## config.mk

```make
export PLATFORM = sky130hd
export DESIGN_NAME = cola_dispenser
export DESIGN_NICKNAME = d
export VERILOG_FILES = /design/src/rtl/cola_dispenser.sv
export SDC_FILE = /design/constraint.sdc
export NUM_CORES = 1
export LEC_CHECK = 0
export ABC_AREA = 1
export CORE_MARGIN = 10
export CORE_UTILIZATION = 55
export DETAILED_ROUTE_END_ITERATION = 8
export GPL_TIMING_DRIVEN = 0
export PLACE_DENSITY = 0.75
export SLEW_MARGIN = 5
export SYNTH_ARGS = -nofsm -noshare
export SYNTH_HDL_FRONTEND = slang
export SYNTH_SLANG_ARGS = --single-unit
```

## constraint.sdc

```tcl
create_clock -name clk -period 2.9 [get_ports clk]
set_clock_uncertainty 0.1 [all_clocks]
set_input_delay 0.725 -clock clk [delete_from_list [all_inputs] [get_ports clk]]
set_output_delay 0.725 -clock clk [all_outputs]
set_load 0.01 [all_outputs]
```

## src/rtl/cola_dispenser.sv

```systemverilog
// Dispense controller: queues purchase pulses from the vending FSM, runs the
// can-release motor for a fixed time per can, confirms each release through a
// synchronized drop sensor and reports completion, timeout and overflow.
//
// Handshake note: po_cola is a one-cycle request with no back-pressure. It is
// either accepted into the pending count or rejected, and a rejection is
// signalled by a one-cycle overflow pulse. dispensed is a one-cycle completion
// pulse with no acknowledge.
module cola_dispenser #(
    parameter int MOTOR_CYCLES   = 50,
    parameter int TIMEOUT_CYCLES = 200,
    parameter int PEND_MAX       = 7
) (
    input  logic       clk,
    input  logic       rst_n,
    input  logic       po_cola,
    input  logic       drop_sensor,
    input  logic       clr_err,
    output logic       motor_en,
    output logic       dispensed,
    output logic [2:0] pending,
    output logic       busy,
    output logic       err,
    output logic       overflow
);

    localparam int CNT_MAX = (MOTOR_CYCLES > TIMEOUT_CYCLES) ? MOTOR_CYCLES : TIMEOUT_CYCLES;
    localparam int CW      = (CNT_MAX > 1) ? $clog2(CNT_MAX) : 1;

    localparam logic [CW-1:0] MOTOR_LOAD   = CW'(MOTOR_CYCLES - 1);
    localparam logic [CW-1:0] TIMEOUT_LOAD = CW'(TIMEOUT_CYCLES - 1);
    localparam logic [2:0]    PEND_LIM     = 3'(PEND_MAX);

    typedef enum logic [3:0] {
        ST_IDLE = 4'b0001,
        ST_RUN  = 4'b0010,
        ST_WAIT = 4'b0100,
        ST_ERR  = 4'b1000
    } state_t;

    state_t        state, state_nxt;
    logic [CW-1:0] cnt, cnt_nxt;
    logic          drop_seen, drop_seen_nxt;
    logic          dispense_nxt;
    logic          deq;
    logic          inc_ok;
    logic [2:0]    pending_nxt;
    logic          sync1, sync2, sync3;
    logic          drop_evt;

    // Rising edge of the synchronized sensor level.
    assign drop_evt = sync2 & ~sync3;

    // busy and err decode straight from the state register.
    assign busy = (state == ST_RUN) || (state == ST_WAIT);
    assign err  = (state == ST_ERR);

    // Two-flop synchronizer plus one history flop for edge detection.
    always_ff @(posedge clk or negedge rst_n) begin
        if (!rst_n) begin
            sync1 <= 1'b0;
            sync2 <= 1'b0;
            sync3 <= 1'b0;
        end else begin
            sync1 <= drop_sensor;
            sync2 <= sync1;
            sync3 <= sync2;
        end
    end

    // Next-state, counter and dispense-pulse decode.
    always_comb begin
        state_nxt     = state;
        cnt_nxt       = cnt;
        drop_seen_nxt = drop_seen;
        dispense_nxt  = 1'b0;
        deq           = 1'b0;
        case (state)
            ST_IDLE: begin
                if (pending != 3'd0) begin
                    state_nxt     = ST_RUN;
                    cnt_nxt       = MOTOR_LOAD;
                    drop_seen_nxt = 1'b0;
                    deq           = 1'b1;
                end
            end
            ST_RUN: begin
                if (drop_evt) begin
                    drop_seen_nxt = 1'b1;
                end
                if (cnt == '0) begin
                    if (drop_seen || drop_evt) begin
                        state_nxt    = ST_IDLE;
                        dispense_nxt = 1'b1;
                    end else begin
                        state_nxt = ST_WAIT;
                        cnt_nxt   = TIMEOUT_LOAD;
                    end
                end else begin
                    cnt_nxt = cnt - 1'b1;
                end
            end
            ST_WAIT: begin
                if (drop_evt) begin
                    state_nxt    = ST_IDLE;
                    dispense_nxt = 1'b1;
                end else if (cnt == '0) begin
                    state_nxt = ST_ERR;
                end else begin
                    cnt_nxt = cnt - 1'b1;
                end
            end
            ST_ERR: begin
                if (clr_err) begin
                    state_nxt = ST_IDLE;
                end
            end
            default: begin
                state_nxt = ST_IDLE;
            end
        endcase
    end

    // Pending queue count: a full queue only accepts when a dequeue frees a slot.
    always_comb begin
        inc_ok      = po_cola && ((pending != PEND_LIM) || deq);
        pending_nxt = pending;
        if (inc_ok && !deq) begin
            pending_nxt = pending + 3'd1;
        end else if (!inc_ok && deq) begin
            pending_nxt = pending - 3'd1;
        end
    end

    // State, counters and registered outputs.
    always_ff @(posedge clk or negedge rst_n) begin
        if (!rst_n) begin
            state     <= ST_IDLE;
            cnt       <= '0;
            drop_seen <= 1'b0;
            pending   <= 3'd0;
            motor_en  <= 1'b0;
            dispensed <= 1'b0;
            overflow  <= 1'b0;
        end else begin
            state     <= state_nxt;
            cnt       <= cnt_nxt;
            drop_seen <= drop_seen_nxt;
            pending   <= pending_nxt;
            motor_en  <= (state_nxt == ST_RUN);
            dispensed <= dispense_nxt;
            overflow  <= po_cola && !inc_ok;
        end
    end

endmodule

```

==> flow_metrics.tcl, run 1 <==
set metrics [dict create \
    die_w_microns 68.2 \
    syn_inst 160 \
    post-synth-top-area-cell "dfrtp_1" \
    synth_fa_ha_area_share_pct 4.51 \
    r2r_cells 8 \
    cts_sinks 22 \
    critPathKind "reg2out" \
    pin_count 13 \
    synthArstFlopShare_pct 100 \
    core_sq_um 2210 \
    rsz0062_at_grt "false" \
    synthMuxAreaShare_pct 0.881 \
    synth_xor_area_share_pct 2.74 \
    drtIter0Drc 54 \
    drive_above_1_share_pct 14.8 \
    rows 17 \
    drc 0 \
    required_ps 2080 \
    yosys_most_used_dff "dfrtp_1" \
    cts_tree "built" \
    nets 186 \
    place_congestion 0.931 \
    grt_max_degree 23 \
    syn_avg_cell_area_sq_um 7.98 \
    setup_tns_ps 0 \
    routed_wl_mm 2.61 \
    r2r_start "state[0]$_DFF_PN1_" \
    ys_ff_latch 22 \
    worstSkewPairLatency_ps 310 \
    leakage_nw 0.755 \
    critPathLaunch "state[1]$_DFF_PN0_" \
    synth_edf_count 0 \
    start_kind "flop" \
    worstReg2RegEnd "pending[1]$_DFFE_PN0P_" \
    synthToLayoutAreaGrowth_pct 15.0 \
    ys_warn_count 0 \
    fmax_ghz 0.368 \
    synth_top_family_by_area "simple AND/OR/NAND/NOR gates" \
    r2r_slack_ps 520 \
    dieArea_sq_um 4650 \
    worstSetupEndpointType "output pin" \
    cts_buffers 3 \
    postCtsSetupBuffers 0 \
    grt_pass1_wl_mm 4.69 \
    syn_nets 169 \
    viasPerCell 5.02 \
    vias 1024 \
    maxCapViolations 0 \
    wire_per_inst_microns 12.8 \
    grt_pass1_vias 1038 \
    slew_viol_final 0 \
    portBuffers 12 \
    peakVddDrop_mv 0.678 \
    setup_viol 0 \
    worstPathMaxFanout 6 \
    cts-htree-levels 1 \
    status "completed" \
    fin_util_pct 66.4 \
    cts_buffer_depth 2 \
    cts.repair.resized 0 \
    min_period_ps 2720 \
    yosys-top-cells-area "dfrtp_1, nand2_1, inv_1" \
    grt_use_total_pct 12.9 \
    dr.pass1.iters 4 \
    hold_violations 0 \
    die_h_microns 68.2 \
    initial_core_util_pct 57.7 \
    setup_slack_ps 182 \
    place_inst 200 \
    place_ws_ps 310 \
    ys_types 28 \
    relSlewSlack_pct 36.0 \
    synth-simple-area-share_pct 30.3 \
    p_per_area_nw_per_um2 1080 \
    ys_top_cells_by_count "nand2_1, dfrtp_1, inv_1" \
    holdWs_ps 275 \
    yosysSeqAreaShare_pct 43.2 \
    worstMarginPinSlew_ps 957 \
    synth.top_cell.area_share_pct 41.1 \
    diodes 0 \
    fin_crit_sh_pct 93.7 \
    stdcell_count 204 \
    antenna_found_initial 0 \
    synth_area_sq_um 1280 \
    cp.arrival_ps 1890 \
    hpwl_mm 1.99 \
    synth-compound-area-share_pct 9.60 \
    cp-endpoint "busy" \
    clk_pin_slew_ps 120 \
    clockRootBuffer "clkbuf_4" \
    cts_hold_buf 0 \
    post-synth-top-count-cell "nand2_1" \
    min_path_type "reg2reg" \
    drtAntennaViolNets 0 \
    grt_overflow 0 \
]
## how the worst min path moves through the flow
stage | startpoint | to | slack [ps] | depth (start not counted)
2_1_floorplan | sync1$_DFF_PN0_ | sync2$_DFF_PN0_ | 230 | 0
3_3_place_gp | sync1$_DFF_PN0_ | sync2$_DFF_PN0_ | 240 | 0
3_5_place_dp | sync1$_DFF_PN0_ | sync2$_DFF_PN0_ | 240 | 0
4_1_cts | sync1$_DFF_PN0_ | sync2$_DFF_PN0_ | 280 | 0
5_1_grt | sync1$_DFF_PN0_ | sync2$_DFF_PN0_ | 290 | 0
6_report | sync1$_DFF_PN0_ | sync2$_DFF_PN0_ | 270 | 0
## registers in the layout, indices dropped and copies added (netlist names)
name       cells
sync2          1
state          4
sync3          1
sync1          1
pending        3
overflow       1
drop_seen      1
motor_en       1
dispensed      1
cnt            8
## power breakdown
| group | switching, mW | internal [mW] |
|---|---|---|
| Sequential | 0.0929 | 0.419 |
| Combinational | 0.541 | 0.374 |
| Clock | 0.0906 | 0.0767 |
## layout make-up
cell class / instances / area [sq um]
Clock buffer: 4 / 36.3
Tap cell: 28 / 35.0
Multi-Input combinational cell: 112 / 613
Fill cell: 199 / 743
Inverter: 24 / 90.1
Timing Repair Buffer: 12 / 120
Sequential cell: 22 / 552
Buffer: 2 / 22.5
## critical path, stage by stage (launching register included)
cell and delay [ps]:
dfrtp_1 410, nor2_1 170, nand3_2 190, nand2_1 230, clkdlybuf4s50_1 580
## per-layer routing
metal  up-vias  share of wire [%]  global-route usage (%)
met3         2                4.6                    4.40
met2        15                 47                    20.9
met4         0               0.57                    2.26
met1       467                 47                    16.3
met5         -                  0                       0
li1        540                  -                       -
## cells by family after synthesis
| kind of cell | count (synthesis) |
|---|---|
| flip-flops | 22 |
| AND/OR/NAND/NOR | 84 |
| adder cells (fa/ha/maj) | 4 |
| buffers and inverters | 26 |
| AO/OA/AOI/OAI | 19 |
| XOR/XNOR | 4 |
| multiplexers | 1 |
## metrics by stage
stage | power [mW] | cell area, sq um
after global routing | 1.76 | 1470
after floorplan | 1.19 | 1280
after global placement | 1.40 | 1430
final | 1.59 | 1470
after CTS | 1.61 | 1470
after detailed placement | 1.43 | 1430
## layout by cell type, fill, tap and decap left out, drive strengths merged, types with 2 or more instances in the layout
cell type,count
nor2,15
nand2,47
clkbuf,4
xor2,3
nor3,2
dfrtp,21
o21ai,13
a21oi,2
ha,3
inv,23
nand3,17
clkdlybuf4s50,12
buf,2
o31ai,2
Note: power is estimated with default switching activity, not from simulation.
==> run 2, diff against run 1 <==
- CORE_UTILIZATION: 55 -> 43
- MAX_ROUTING_LAYER: unset -> met4
- PLACE_DENSITY: 0.75 -> 0.6
==> flow_metrics.tcl, run 2 (synthesized netlist as in run 1, its figures left out) <==
set metrics [dict create \
    antenna_found_initial 0 \
    grt_pass1_vias 1013 \
    core_sq_um 2810 \
    p_per_area_nw_per_um2 1070 \
    portBuffers 12 \
    relSlewSlack_pct 33.0 \
    worstSkewPairLatency_ps 310 \
    p_clk_share_pct 9.7 \
    drive_above_1_share_pct 14.2 \
    clk_pin_slew_ps 130 \
    final_common_cell "nand2_1" \
    top_register "cnt" \
    hold_violations 0 \
    start_kind "flop" \
    place_ws_ps 275 \
    worstMarginPinSlew_ps 1000 \
    min_path_type "reg2reg" \
    cts.repair.resized 0 \
    holdWs_ps 268 \
    worstPathMaxFanout 6 \
    cts_buffers 3 \
    nets 186 \
    die_w_microns 74.5 \
    maxCapViolations 0 \
    comb_power_share_pct 57.7 \
    layout_common_cells "nand2_1, inv_1, dfrtp_1" \
    cts_hold_buf 0 \
    setup_viol 0 \
    postCtsSetupBuffers 0 \
    final_cell_area_sq_um 1460 \
    seq_power_share_pct 32.6 \
    dr.pass1.iters 4 \
    leakage_nw 0.749 \
    min_from "sync1$_DFF_PN0_" \
    n_fill_cell 281 \
    diodes 0 \
    switching_share_pct 46.2 \
    dpl_cell_area_sq_um 1440 \
    p_int_uw 844 \
    fmax_ghz 0.371 \
    viasPerCell 5.02 \
    required_ps 2080 \
    largest_reg_flops 8 \
    routed_wl_mm 2.60 \
    grt_pass1_wl_mm 4.67 \
    peakVddDrop_mv 0.454 \
    r2r_start "state[0]$_DFF_PN1_" \
    critPathLaunch "state[1]$_DFF_PN0_" \
    fin_crit_sh_pct 92.9 \
    pin_count 13 \
    p_switching_uw 724 \
    fin_util_pct 52.1 \
    drtAntennaViolNets 0 \
    cts_sinks 22 \
    hpwl_mm 2.00 \
    place_congestion 0.861 \
    setup_slack_ps 207 \
    slew_viol_final 0 \
    clockRootBuffer "clkbuf_4" \
    dieArea_sq_um 5550 \
    grt_use_total_pct 11.0 \
    top_regs "cnt: 8 flops, state: 4 flops, pending: 3 flops" \
    rsz0062_at_grt "false" \
    critPathKind "reg2out" \
    wire_per_inst_microns 12.6 \
    cts_tree "built" \
    cts_buffer_depth 2 \
    die_h_microns 74.5 \
    cts-htree-levels 1 \
    synthToLayoutAreaGrowth_pct 14.5 \
    setup_tns_ps 0 \
    worstSetupEndpointType "output pin" \
    drtIter0Drc 89 \
    vias 1040 \
    initial_core_util_pct 45.5 \
    drc 0 \
    status "completed" \
    grt_max_degree 23 \
    cp.arrival_ps 1870 \
    grt_overflow 0 \
    rows 19 \
    min_period_ps 2690 \
]
-- run 2: cell count changes in the layout (fill, tap and decap cells not counted) --
cell      delta
clkbuf_1     +1
clkbuf_8     -1
-- run 2: power by group through the flow --
stage,Combinational [mW],Clock [mW],Sequential [mW]
2_1_floorplan,0.672,0,0.515
3_3_place_gp,0.894,0,0.514
3_5_place_dp,0.913,0,0.521
4_1_cts,0.918,0.154,0.514
5_1_grt,1.04,0.170,0.527
6_report,0.905,0.151,0.511
-- run 2: cell type report --
cell class              count  area (sq um)  share of cell area (%)
multi-input cells         112           613                    41.9
clock buffers               4          26.3                    1.80
well taps                  31          38.8                    2.65
repair buffers             12           120                    8.21
plain buffers               2          22.5                    1.54
inverters                  24          90.1                    6.16
flip-flops and latches     22           552                    37.7
-- run 2: worst max-delay path: stages (launching register included) --
cell and delay (ps):
dfrtp_1 410, nor2_1 180, nand3_2 170, nand2_1 230, clkdlybuf4s50_1 580
-- run 2: through the flow --
| step | std cells | power [mW] |
|---|---|---|
| 4_1_cts | 207 | 1.59 |
| 3_3_place_gp | 203 | 1.41 |
| 5_1_grt | 207 | 1.74 |
| 6_report | 207 | 1.57 |
| 2_1_floorplan | 160 | 1.19 |
| 3_5_place_dp | 203 | 1.43 |
-- run 2: routing by layer --
metal	GRT usage, %	part of all wire, %
met1	14.5	52
met2	16.2	43
met3	1.86	3.4
met4	4.41	1.7
met5	-	0
-- run 2: final timing paths --
| path | to | slack [ps] | cells after the start |
|---|---|---|---|
| setup / recovery | busy | 210 | 4 |
| hold / removal | sync2$_DFF_PN0_ | 270 | 0 |
| setup reg to reg | pending[1]$_DFFE_PN0P_ | 540 | 8 |
| hold reg to reg | sync2$_DFF_PN0_ | 270 | 0 |
| max in group asynchronous | pending[1]$_DFFE_PN0P_ | 1250 | 1 |
| min in group asynchronous | cnt[0]$_DFFE_PN0P_ | 850 | 1 |
==> run 3, diff against run 2 <==
- RECOVER_POWER: unset -> 25
==> flow_metrics.tcl, run 3 (synthesized netlist as in run 1, its figures left out) <==
set metrics [dict create \
    fmax_ghz 0.371 \
    grt_pass1_vias 1013 \
    grt_use_total_pct 11.0 \
    fin_crit_sh_pct 92.9 \
    nets 186 \
    worstSkewPairLatency_ps 310 \
    n_fill_cell 283 \
    vias 1038 \
    grt_max_degree 23 \
    holdWs_ps 267 \
    drtIter0Drc 94 \
    grt_util_met1_pct 14.5 \
    top_usage_layer "met2" \
    p_per_area_nw_per_um2 1070 \
    start_kind "flop" \
    min_period_ps 2690 \
    required_ps 2080 \
    cp.arrival_ps 1870 \
    viasPerCell 5.01 \
    dieArea_sq_um 5550 \
    relSlewSlack_pct 32.3 \
    worstSetupEndpointType "output pin" \
    portBuffers 12 \
    setup_tns_ps 0 \
    antenna_found_initial 0 \
    peakVddDrop_mv 0.453 \
    hold_violations 0 \
    diodes 0 \
    layout_common_cells "nand2_1, inv_1, dfrtp_1" \
    top_regs "cnt: 8 flops, state: 4 flops, pending: 3 flops" \
    p_switching_uw 720 \
    clk_pin_slew_ps 130 \
    drc 0 \
    postCtsSetupBuffers 0 \
    setup_viol 0 \
    routed_wl_mm 2.60 \
    p_int_uw 833 \
    min_path_type "reg2reg" \
    cts.repair.resized 0 \
    seq_power_share_pct 32.8 \
    worstMarginPinSlew_ps 1010 \
    initial_core_util_pct 45.5 \
    final_cell_area_sq_um 1450 \
    synthToLayoutAreaGrowth_pct 13.5 \
    slew_viol_final 0 \
    drtAntennaViolNets 0 \
    wire_per_inst_microns 12.5 \
    rows 19 \
    dpl_cell_area_sq_um 1440 \
    maxCapViolations 0 \
    comb_power_share_pct 57.5 \
    leakage_nw 0.745 \
    hpwl_mm 2.00 \
    status "completed" \
    grt_overflow 0 \
    clockRootBuffer "clkbuf_4" \
    pin_count 13 \
    cts_buffers 3 \
    largest_reg_flops 8 \
    critPathKind "reg2out" \
    cts_hold_buf 0 \
    rsz0062_at_grt "false" \
    cts_sinks 22 \
    cts_tree "built" \
    switching_share_pct 46.4 \
    grtUsageMet2_pct 16.2 \
    p_clk_share_pct 9.7 \
    place_congestion 0.861 \
    dr.pass1.iters 4 \
    grt_pass1_wl_mm 4.67 \
    final_common_cell "nand2_1" \
    grt_use_met3_pct 1.86 \
    die_h_microns 74.5 \
    die_w_microns 74.5 \
    cts_buffer_depth 2 \
    drive_above_1_share_pct 11.9 \
    worstPathMaxFanout 6 \
    core_sq_um 2810 \
    cts-htree-levels 1 \
    top_register "cnt" \
]
==> run 3: worst paths after layout <==
path / start / endpoint / slack (ps) / cells after the start
min in group asynchronous: rst_n / cnt[0]$_DFFE_PN0P_ / 920 / 1
max in group asynchronous: rst_n / pending[1]$_DFFE_PN0P_ / 1170 / 1
worst min-delay path: sync1$_DFF_PN0_ / sync2$_DFF_PN0_ / 270 / 0
worst min register to register: sync1$_DFF_PN0_ / sync2$_DFF_PN0_ / 270 / 0
worst max-delay path: state[1]$_DFF_PN0_ / busy / 210 / 4
worst max register to register: state[0]$_DFF_PN1_ / pending[1]$_DFFE_PN0P_ / 520 / 8
==> run 3: critical path, cell delays in order, from the launching register on <==
cell and delay, ps:
dfrtp_1 410, nor2_1 180, nand3_2 170, nand2_1 230, clkdlybuf4s50_1 580
==> run 3: power groups by stage <==
| stage | clock network, mW | registers, mW | logic, mW |
|---|---|---|---|
| 4_1_cts | 0.154 | 0.514 | 0.918 |
| 3_3_place_gp | 0 | 0.514 | 0.894 |
| 2_1_floorplan | 0 | 0.515 | 0.672 |
| 6_report | 0.151 | 0.509 | 0.893 |
| 5_1_grt | 0.170 | 0.525 | 1.03 |
| 3_5_place_dp | 0 | 0.521 | 0.913 |
==> run 3: metrics by stage <==
stage	cells	worst slack [ps]	utilization, %	total power, mW
floorplan	160	690	-	1.19
global placement	203	339	51.2	1.41
detailed placement	203	275	51.2	1.43
CTS	207	178	52.1	1.59
global route	207	56.1	51.7	1.73
finish	207	207	51.7	1.55
==> run 3: metal layers <==
metal | up-vias | share of wire [%]
met1 | 478 | 52
li1 | 542 | -
met2 | 13 | 43
met4 | 0 | 1.7
met3 | 5 | 3.2
met5 | - | 0
==> run 3: cell type report <==
cell class                 count  area [sq um]  share of cell area (%)
sequential                    22           552                    38.1
timing repair buffer          12           120                    8.28
inverter                      24          90.1                    6.21
multi-input combinational    112           608                    41.9
buffer                         2          15.0                    1.04
clock buffer                   4          26.3                    1.81
tap                           31          38.8                    2.67
